### config.mk
export PLATFORM = sky130hd
export DESIGN_NAME = onewire_bit_phy_flat
export DESIGN_NICKNAME = d
export VERILOG_FILES = /design/src/rtl/onewire_pkg.sv /design/src/rtl/onewire_if.sv /design/src/rtl/onewire_tick_gen.sv /design/src/rtl/onewire_bit_phy.sv /design/src/flat_wrapper.sv
export SDC_FILE = /design/constraint.sdc
export NUM_CORES = 1
export LEC_CHECK = 0
export ABC_CLOCK_PERIOD_IN_PS = 2400
export BUFFER_PORTS_ARGS = -buffer_cell sky130_fd_sc_hd__buf_2
export CELL_PAD_IN_SITES_DETAIL_PLACEMENT = 0
export CELL_PAD_IN_SITES_GLOBAL_PLACEMENT = 2
export CORE_UTILIZATION = 36
export CTS_BUF_LIST = sky130_fd_sc_hd__clkbuf_8
export CTS_CLUSTER_DIAMETER = 80
export DETAILED_ROUTE_END_ITERATION = 8
export PLACE_DENSITY = 0.76
export REMOVE_ABC_BUFFERS = 1
export SLEW_MARGIN = 10
export SYNTH_ARGS = -nofsm -noshare
export SYNTH_HDL_FRONTEND = slang
export SYNTH_SLANG_ARGS = --single-unit
### constraint.sdc
create_clock -name clk -period 2.4 [get_ports clk]
set_clock_uncertainty 0.2 [all_clocks]
set_input_delay 0.24 -clock clk [delete_from_list [all_inputs] [get_ports clk]]
set_output_delay 0.24 -clock clk [all_outputs]
set_load 0.01 [all_outputs]
### src/rtl/onewire_pkg.sv
// Shared types and slot timing for the 1-Wire bit PHY.
// Times are in microseconds and are scaled by the clock prescaler in the PHY.
package onewire_pkg;

  typedef enum logic [1:0] {
    OP_RESET  = 2'd0,
    OP_WRITE0 = 2'd1,
    OP_WRITE1 = 2'd2,
    OP_READ   = 2'd3
  } onewire_op_t;

  typedef enum logic [1:0] {
    ST_IDLE,
    ST_LOW,
    ST_RELEASE,
    ST_DONE
  } onewire_state_t;

  localparam int US_W = 10;

  localparam logic [US_W-1:0] T_RST_LOW    = 10'd480;
  localparam logic [US_W-1:0] T_RST_SAMPLE = 10'd550;
  localparam logic [US_W-1:0] T_RST_SLOT   = 10'd960;
  localparam logic [US_W-1:0] T_W0_LOW     = 10'd60;
  localparam logic [US_W-1:0] T_W1_LOW     = 10'd6;
  localparam logic [US_W-1:0] T_RD_LOW     = 10'd6;
  localparam logic [US_W-1:0] T_RD_SAMPLE  = 10'd15;
  localparam logic [US_W-1:0] T_SLOT       = 10'd70;

  function automatic logic [US_W-1:0] t_low(input onewire_op_t op);
    case (op)
      OP_RESET:  return T_RST_LOW;
      OP_WRITE0: return T_W0_LOW;
      OP_WRITE1: return T_W1_LOW;
      default:   return T_RD_LOW;
    endcase
  endfunction

  // Write slots never sample; their sample point is parked at the slot end.
  function automatic logic [US_W-1:0] t_sample(input onewire_op_t op);
    case (op)
      OP_RESET: return T_RST_SAMPLE;
      OP_READ:  return T_RD_SAMPLE;
      default:  return T_SLOT;
    endcase
  endfunction

  function automatic logic [US_W-1:0] t_slot(input onewire_op_t op);
    return (op == OP_RESET) ? T_RST_SLOT : T_SLOT;
  endfunction

endpackage

### src/rtl/onewire_if.sv
// Command/response handshake between the sensor command FSM (master) and the bit PHY (slave).
interface onewire_if;
  import onewire_pkg::*;

  logic        cmd_valid;
  onewire_op_t cmd_op;
  logic        cmd_ready;
  logic        rsp_valid;
  logic        rsp_bit;

  modport master (
    output cmd_valid, cmd_op,
    input  cmd_ready, rsp_valid, rsp_bit
  );

  modport slave (
    input  cmd_valid, cmd_op,
    output cmd_ready, rsp_valid, rsp_bit
  );

endinterface

### src/rtl/onewire_tick_gen.sv
// Microsecond prescaler: tick_o is high for one cycle every DIV cycles.
// A synchronous clear restarts the count so the first tick lands DIV cycles later.
module onewire_tick_gen #(
  parameter int DIV = 10
) (
  input  logic clk,
  input  logic n_rst,
  input  logic clr_i,
  output logic tick_o
);

  localparam int CW = (DIV > 1) ? $clog2(DIV) : 1;

  logic [CW-1:0] cnt_q, cnt_d;

  assign tick_o = (cnt_q == CW'(DIV - 1));

  always_comb begin
    cnt_d = cnt_q + 1'b1;
    if (clr_i || tick_o) cnt_d = '0;
  end

  always_ff @(posedge clk or negedge n_rst) begin
    if (!n_rst) cnt_q <= '0;
    else        cnt_q <= cnt_d;
  end

endmodule

### src/rtl/onewire_bit_phy.sv
// 1-Wire master bit PHY: one command = one reset/write/read slot on open-drain DQ.
// Optional ONEWIRE_GLITCH_FILTER_EN: majority-of-3 sampling of the synchronized DQ.
module onewire_bit_phy
  import onewire_pkg::*;
#(
  parameter int CLK_FREQ_HZ = 10_000_000
) (
  input  logic        clk,
  input  logic        n_rst,
  onewire_if.slave    bus,
  output logic        dq_oe,
  input  logic        dq_in
);

  localparam int DIV = CLK_FREQ_HZ / 1_000_000;

  onewire_state_t   state_q;
  onewire_op_t      op_q;
  logic             dq_oe_q;
  logic             ready_q;
  logic             rsp_valid_q;
  logic             rsp_bit_q;
  logic             sample_q;
  logic             sync1_q, sync2_q;
  logic [US_W-1:0]  us_cnt_q, us_cnt_d;
  logic             tick;
  logic             accept;
  logic             sample_val;
  logic             hit_low, hit_sample, hit_slot;

  assign accept        = bus.cmd_valid && ready_q;
  assign bus.cmd_ready = ready_q;
  assign bus.rsp_valid = rsp_valid_q;
  assign bus.rsp_bit   = rsp_bit_q;
  assign dq_oe         = dq_oe_q;

  onewire_tick_gen #(.DIV(DIV)) u_tick (
    .clk    (clk),
    .n_rst  (n_rst),
    .clr_i  (accept),
    .tick_o (tick)
  );

  always_ff @(posedge clk or negedge n_rst) begin
    if (!n_rst) begin
      sync1_q <= 1'b1;
      sync2_q <= 1'b1;
    end else begin
      sync1_q <= dq_in;
      sync2_q <= sync1_q;
    end
  end

`ifdef ONEWIRE_GLITCH_FILTER_EN
  logic [1:0] hist_q;

  always_ff @(posedge clk or negedge n_rst) begin
    if (!n_rst) hist_q <= 2'b11;
    else        hist_q <= {hist_q[0], sync2_q};
  end

  assign sample_val = (sync2_q & hist_q[0]) | (sync2_q & hist_q[1]) | (hist_q[0] & hist_q[1]);
`else
  assign sample_val = sync2_q;
`endif

  always_comb begin
    us_cnt_d = us_cnt_q;
    if (accept)                        us_cnt_d = '0;
    else if (tick && (us_cnt_q != '1)) us_cnt_d = us_cnt_q + 1'b1;
  end

  always_ff @(posedge clk or negedge n_rst) begin
    if (!n_rst) us_cnt_q <= '0;
    else        us_cnt_q <= us_cnt_d;
  end

  // Events fire on the tick that moves us_cnt onto the target, so every edge of
  // the waveform lands exactly T*DIV cycles after accept.
  assign hit_low    = tick && (us_cnt_q == t_low(op_q)    - 1'b1);
  assign hit_sample = tick && (us_cnt_q == t_sample(op_q) - 1'b1);
  assign hit_slot   = tick && (us_cnt_q == t_slot(op_q)   - 1'b1);

  always_ff @(posedge clk or negedge n_rst) begin
    if (!n_rst) begin
      state_q     <= ST_IDLE;
      op_q        <= OP_RESET;
      dq_oe_q     <= 1'b0;
      ready_q     <= 1'b1;
      rsp_valid_q <= 1'b0;
      rsp_bit_q   <= 1'b0;
      sample_q    <= 1'b1;
    end else begin
      case (state_q)
        ST_IDLE: begin
          if (accept) begin
            op_q    <= bus.cmd_op;
            dq_oe_q <= 1'b1;
            ready_q <= 1'b0;
            state_q <= ST_LOW;
          end
        end
        ST_LOW: begin
          if (hit_low) begin
            dq_oe_q <= 1'b0;
            state_q <= ST_RELEASE;
          end
        end
        ST_RELEASE: begin
          if (hit_sample) sample_q <= sample_val;
          if (hit_slot) begin
            rsp_valid_q <= 1'b1;
            state_q     <= ST_DONE;
            case (op_q)
              OP_RESET: rsp_bit_q <= ~sample_q;
              OP_READ:  rsp_bit_q <= sample_q;
              default:  rsp_bit_q <= 1'b0;
            endcase
          end
        end
        default: begin
          rsp_valid_q <= 1'b0;
          ready_q     <= 1'b1;
          state_q     <= ST_IDLE;
        end
      endcase
    end
  end

endmodule

### src/flat_wrapper.sv
// flat-port wrapper written by rule: the top's interface ports become plain ports
module onewire_bit_phy_flat import onewire_pkg::*;
#(
  parameter int CLK_FREQ_HZ = 10_000_000
)
  (clk, n_rst, dq_oe, dq_in, bus_cmd_valid, bus_cmd_op, bus_cmd_ready, bus_rsp_valid, bus_rsp_bit);
  onewire_if bus_i ();
  input  logic clk;
  input  logic n_rst;
  output logic dq_oe;
  input  logic dq_in;
  input wire logic [$bits(bus_i.cmd_valid)-1:0] bus_cmd_valid;
  input wire logic [$bits(bus_i.cmd_op)-1:0] bus_cmd_op;
  output wire logic [$bits(bus_i.cmd_ready)-1:0] bus_cmd_ready;
  output wire logic [$bits(bus_i.rsp_valid)-1:0] bus_rsp_valid;
  output wire logic [$bits(bus_i.rsp_bit)-1:0] bus_rsp_bit;
  assign bus_i.cmd_valid = bus_cmd_valid;
  assign bus_i.cmd_op = bus_cmd_op;
  assign bus_cmd_ready = bus_i.cmd_ready;
  assign bus_rsp_valid = bus_i.rsp_valid;
  assign bus_rsp_bit = bus_i.rsp_bit;
  onewire_bit_phy #(.CLK_FREQ_HZ(CLK_FREQ_HZ)) u_core (.clk(clk), .n_rst(n_rst), .bus(bus_i), .dq_oe(dq_oe), .dq_in(dq_in));
endmodule
==> impl_metrics.env <==
export IMPL_grt_pass1_wl_mm=5.361
export IMPL_switching_power_mw=0.5930
export IMPL_clkTransAtPathRegs_ps=100
export IMPL_hold_slack_ps=63.24
export IMPL_nets=186
export IMPL_antenna_found_initial=0
export IMPL_final_layout_size_suffix_gt1_share_pct=28.40
export IMPL_critPathLaunchType="register"
export IMPL_cts_tree="built"
export IMPL_viasPerCell=5.129
export IMPL_final_area_sq_um=1754
export IMPL_die_h_microns=64.59
export IMPL_syn_area_sq_um=1410
export IMPL_slew_viol_final=0
export IMPL_synth_area_per_cell_sq_um=10.00
export IMPL_swShare_pct=36.30
export IMPL_numCtsBuffers=3
export IMPL_io_pins=10
export IMPL_globalplace_congestion=0.7697
export IMPL_crit_fanout=8
export IMPL_dr_pass1_iters=4
export IMPL_cp_end_kind="register"
export IMPL_initial_utilization_pct=37.95
export IMPL_place_hpwl_mm=2.173
export IMPL_yosys_area_top_type="dfrtp_1"
export IMPL_crit_chain="inv_2 -> ha_4 -> buf_6 -> or4_4 -> o22ai_4 -> a41oi_2 -> a211oi_2 -> mux2_4"
export IMPL_synth_area_top_cells="dfrtp_1 37%, ha_1 8.9%, dfstp_2 7.5%, xnor2_1 4.3%, o21ai_0 3.5%"
export IMPL_crit_family="compound AO/OA/AOI/OAI gates"
export IMPL_p_seq_share_pct=35.7
export IMPL_die_w_microns=64.59
export IMPL_finalSetupViolations=1
export IMPL_utilization_pct=47.21
export IMPL_insertion_delay_ps=280
export IMPL_max_freq_mhz=407.5
export IMPL_drt_initial_drc_count=37
export IMPL_die_area_sq_um=4171
export IMPL_leakage_nw=0.7610
export IMPL_fp_coreArea_sq_um=3716
export IMPL_drt_total_wl_mm=3.111
export IMPL_cp_slowest_cell="or4_4"
export IMPL_rsz0062_at_grt="yes"
export IMPL_vias=1113
export IMPL_layout_min_cycle_time_ps=2454
export IMPL_ys_seq_area_share_pct=44.72
export IMPL_crit_required_ps=2370
export IMPL_clock_sinks=25
export IMPL_finalPower_mw=1.634
export IMPL_async_reset_ff_share_pct=100.0
export IMPL_relSlewSlack_pct=62.55
export IMPL_syn2layout_area_growth_pct=24.40
export IMPL_yosysTopAreaCellShare_pct=37.27
export IMPL_postSynthCellCount=141
export IMPL_diodes=0
export IMPL_synth_ff_type="dfrtp_1"
export IMPL_ys_top_cells_by_count="21 x dfrtp_1, 13 x nor2_1, 10 x ha_1, 10 x inv_1, 10 x o21ai_0"
export IMPL_worst_slew_pin_slew_ps=561.7
export IMPL_path_class="register to register"
export IMPL_grt_pass1_vias=1119
export IMPL_power_density_nw_per_um2=931.4
export IMPL_place_ws_ps=-168.1
export IMPL_drc_errors=0
export IMPL_ant_nets=0
export IMPL_clockBufferDepth=2
export IMPL_max_stage_delay_ps=490
export IMPL_period_share_pct=102.3
export IMPL_placed_area_sq_um=1589
export IMPL_synth_cell_type_count=38
export IMPL_rows=22
export IMPL_synth_edf_count=0
export IMPL_synth_seq_cells=25
export IMPL_yosysMostFrequentCell="dfrtp_1"
export IMPL_htreeDepth=1
export IMPL_overflow=0
export IMPL_arrival_ps=2430
export IMPL_grt_max_degree=26
export IMPL_routedWlPerCell_microns=14.34
export IMPL_finalHoldViolations=0
export IMPL_setup_slack_ps=-54.00
export IMPL_root_buffer="clkbuf_8"
export IMPL_path_buf_inv=2
export IMPL_portBuffers=9
export IMPL_cap_violations=0
export IMPL_ir_drop_uv=501.6
export IMPL_power_internal_mw=1.041
export IMPL_outcome="finished, violations left"
export IMPL_clkPwrFrac_pct=17.0
export IMPL_min_path_type="primary input to register"
export IMPL_violations="negative setup slack"
export IMPL_track_usage_pct=16.63
export IMPL_ys_warn_count=0
export IMPL_power_frac_comb_pct=47.4
-- placed cells by master (no fill, tap or decap), types with 2 or more instances in the layout --
cell type      count
dfrtp_1           21
buf_4             14
nor2_1            13
o21ai_0           10
buf_2              9
inv_1              8
ha_1               8
xnor2_1            7
nand2_1            6
nand3_1            5
nand4_1            5
nor3_1             5
a21oi_1            5
dlygate4sd3_1      4
dfstp_2            4
xor2_1             3
nor2b_1            3
mux2_2             3
or3_1              3
clkbuf_8           3
inv_2              2
or2_2              2
o31ai_1            2
or4_4              2
o32a_1             2
mux2i_1            2
-- power by group through the flow --
stage	Sequential [mW]	Clock, mW	Combinational (mW)
floorplan	0.586	0	0.402
global placement	0.577	0	0.605
detailed placement	0.586	0	0.616
CTS	0.580	0.284	0.696
global route	0.594	0.308	0.856
finish	0.583	0.278	0.774
-- state kept, by name, indices dropped and copies added (netlist names) --
signal / count
u_core.dq_oe: 1
u_core.us_cnt_q: 10
u_core.bus.rsp_valid: 1
u_core.op_q: 2
u_core.sample_q: 1
u_core.bus.cmd_ready: 1
u_core.state_q: 2
u_core.sync1_q: 1
u_core.bus.rsp_bit: 1
u_core.u_tick.cnt_q: 4
u_core.sample_val: 1
-- final timing paths --
| path | from | to | slack, ps | depth (start not counted) |
|---|---|---|---|---|
| min | bus_cmd_valid | u_core.bus.cmd_ready | 60 | 4 |
| max in group asynchronous | n_rst | u_core.us_cnt_q[9] | 1350 | 2 |
| max | u_core.op_q[1] | u_core.state_q[1] | -50 | 8 |
| max reg2reg | u_core.op_q[1] | u_core.state_q[1] | -50 | 8 |
| min in group asynchronous | n_rst | u_core.us_cnt_q[1] | 280 | 2 |
| min reg2reg | u_core.sync1_q | u_core.sample_val | 170 | 0 |
-- cells by family after synthesis --
kind of cell,count (synthesis),share of synthesized area (%)
AND/OR/NAND/NOR,51,19.34
AO/OA/AOI/OAI,25,11.89
flip-flops,25,44.72
buffers and inverters,14,4.348
XOR/XNOR,10,6.212
adder cells (fa/ha/maj),10,8.873
multiplexers,6,4.614
-- per-layer routing --
| layer | vias up | wire (microns) | global-route usage (%) |
|---|---|---|---|
| met2 | 22 | 1527 | 28.55 |
| met4 | 0 | 13 | 2.500 |
| met1 | 534 | 1454 | 21.68 |
| met5 | - | 0 | 0 |
| met3 | 2 | 116 | 3.697 |
| li1 | 555 | - | - |
-- worst min-delay path: stages --
cell and delay (ps):
buf_2 100, inv_1 40, o21ai_0 50, o21ai_0 80
-- timing repair --
action / in CTS / in global routing
hold endpoints to repair: 24 / 0
hold buffers: 4 / 0
buffers inserted: 1 / 1
gates resized for setup: 7 / 5
endpoints found under the setup margin: 2 / 2
pin swaps: 5 / 5
-- through the flow --
| stage | std cells | setup TNS, ps |
|---|---|---|
| detailed placement | 207 | -186.5 |
| finish | 217 | -54.00 |
| CTS | 216 | 0 |
| global route | 217 | -131.6 |
| floorplan | 137 | -244.5 |
| global placement | 207 | -122.1 |
-- area by class of cell --
class | instances | area, sq um
Sequential cell | 25 | 630.6
Multi-Input combinational cell | 102 | 774.5
Inverter | 10 | 37.54
Timing Repair Buffer | 28 | 201.4
Clock inverter | 1 | 8.758
Fill cell | 360 | 1962
Clock buffer | 3 | 41.29
Tap cell | 48 | 60.06
Power figures use the tool's default switching activity.
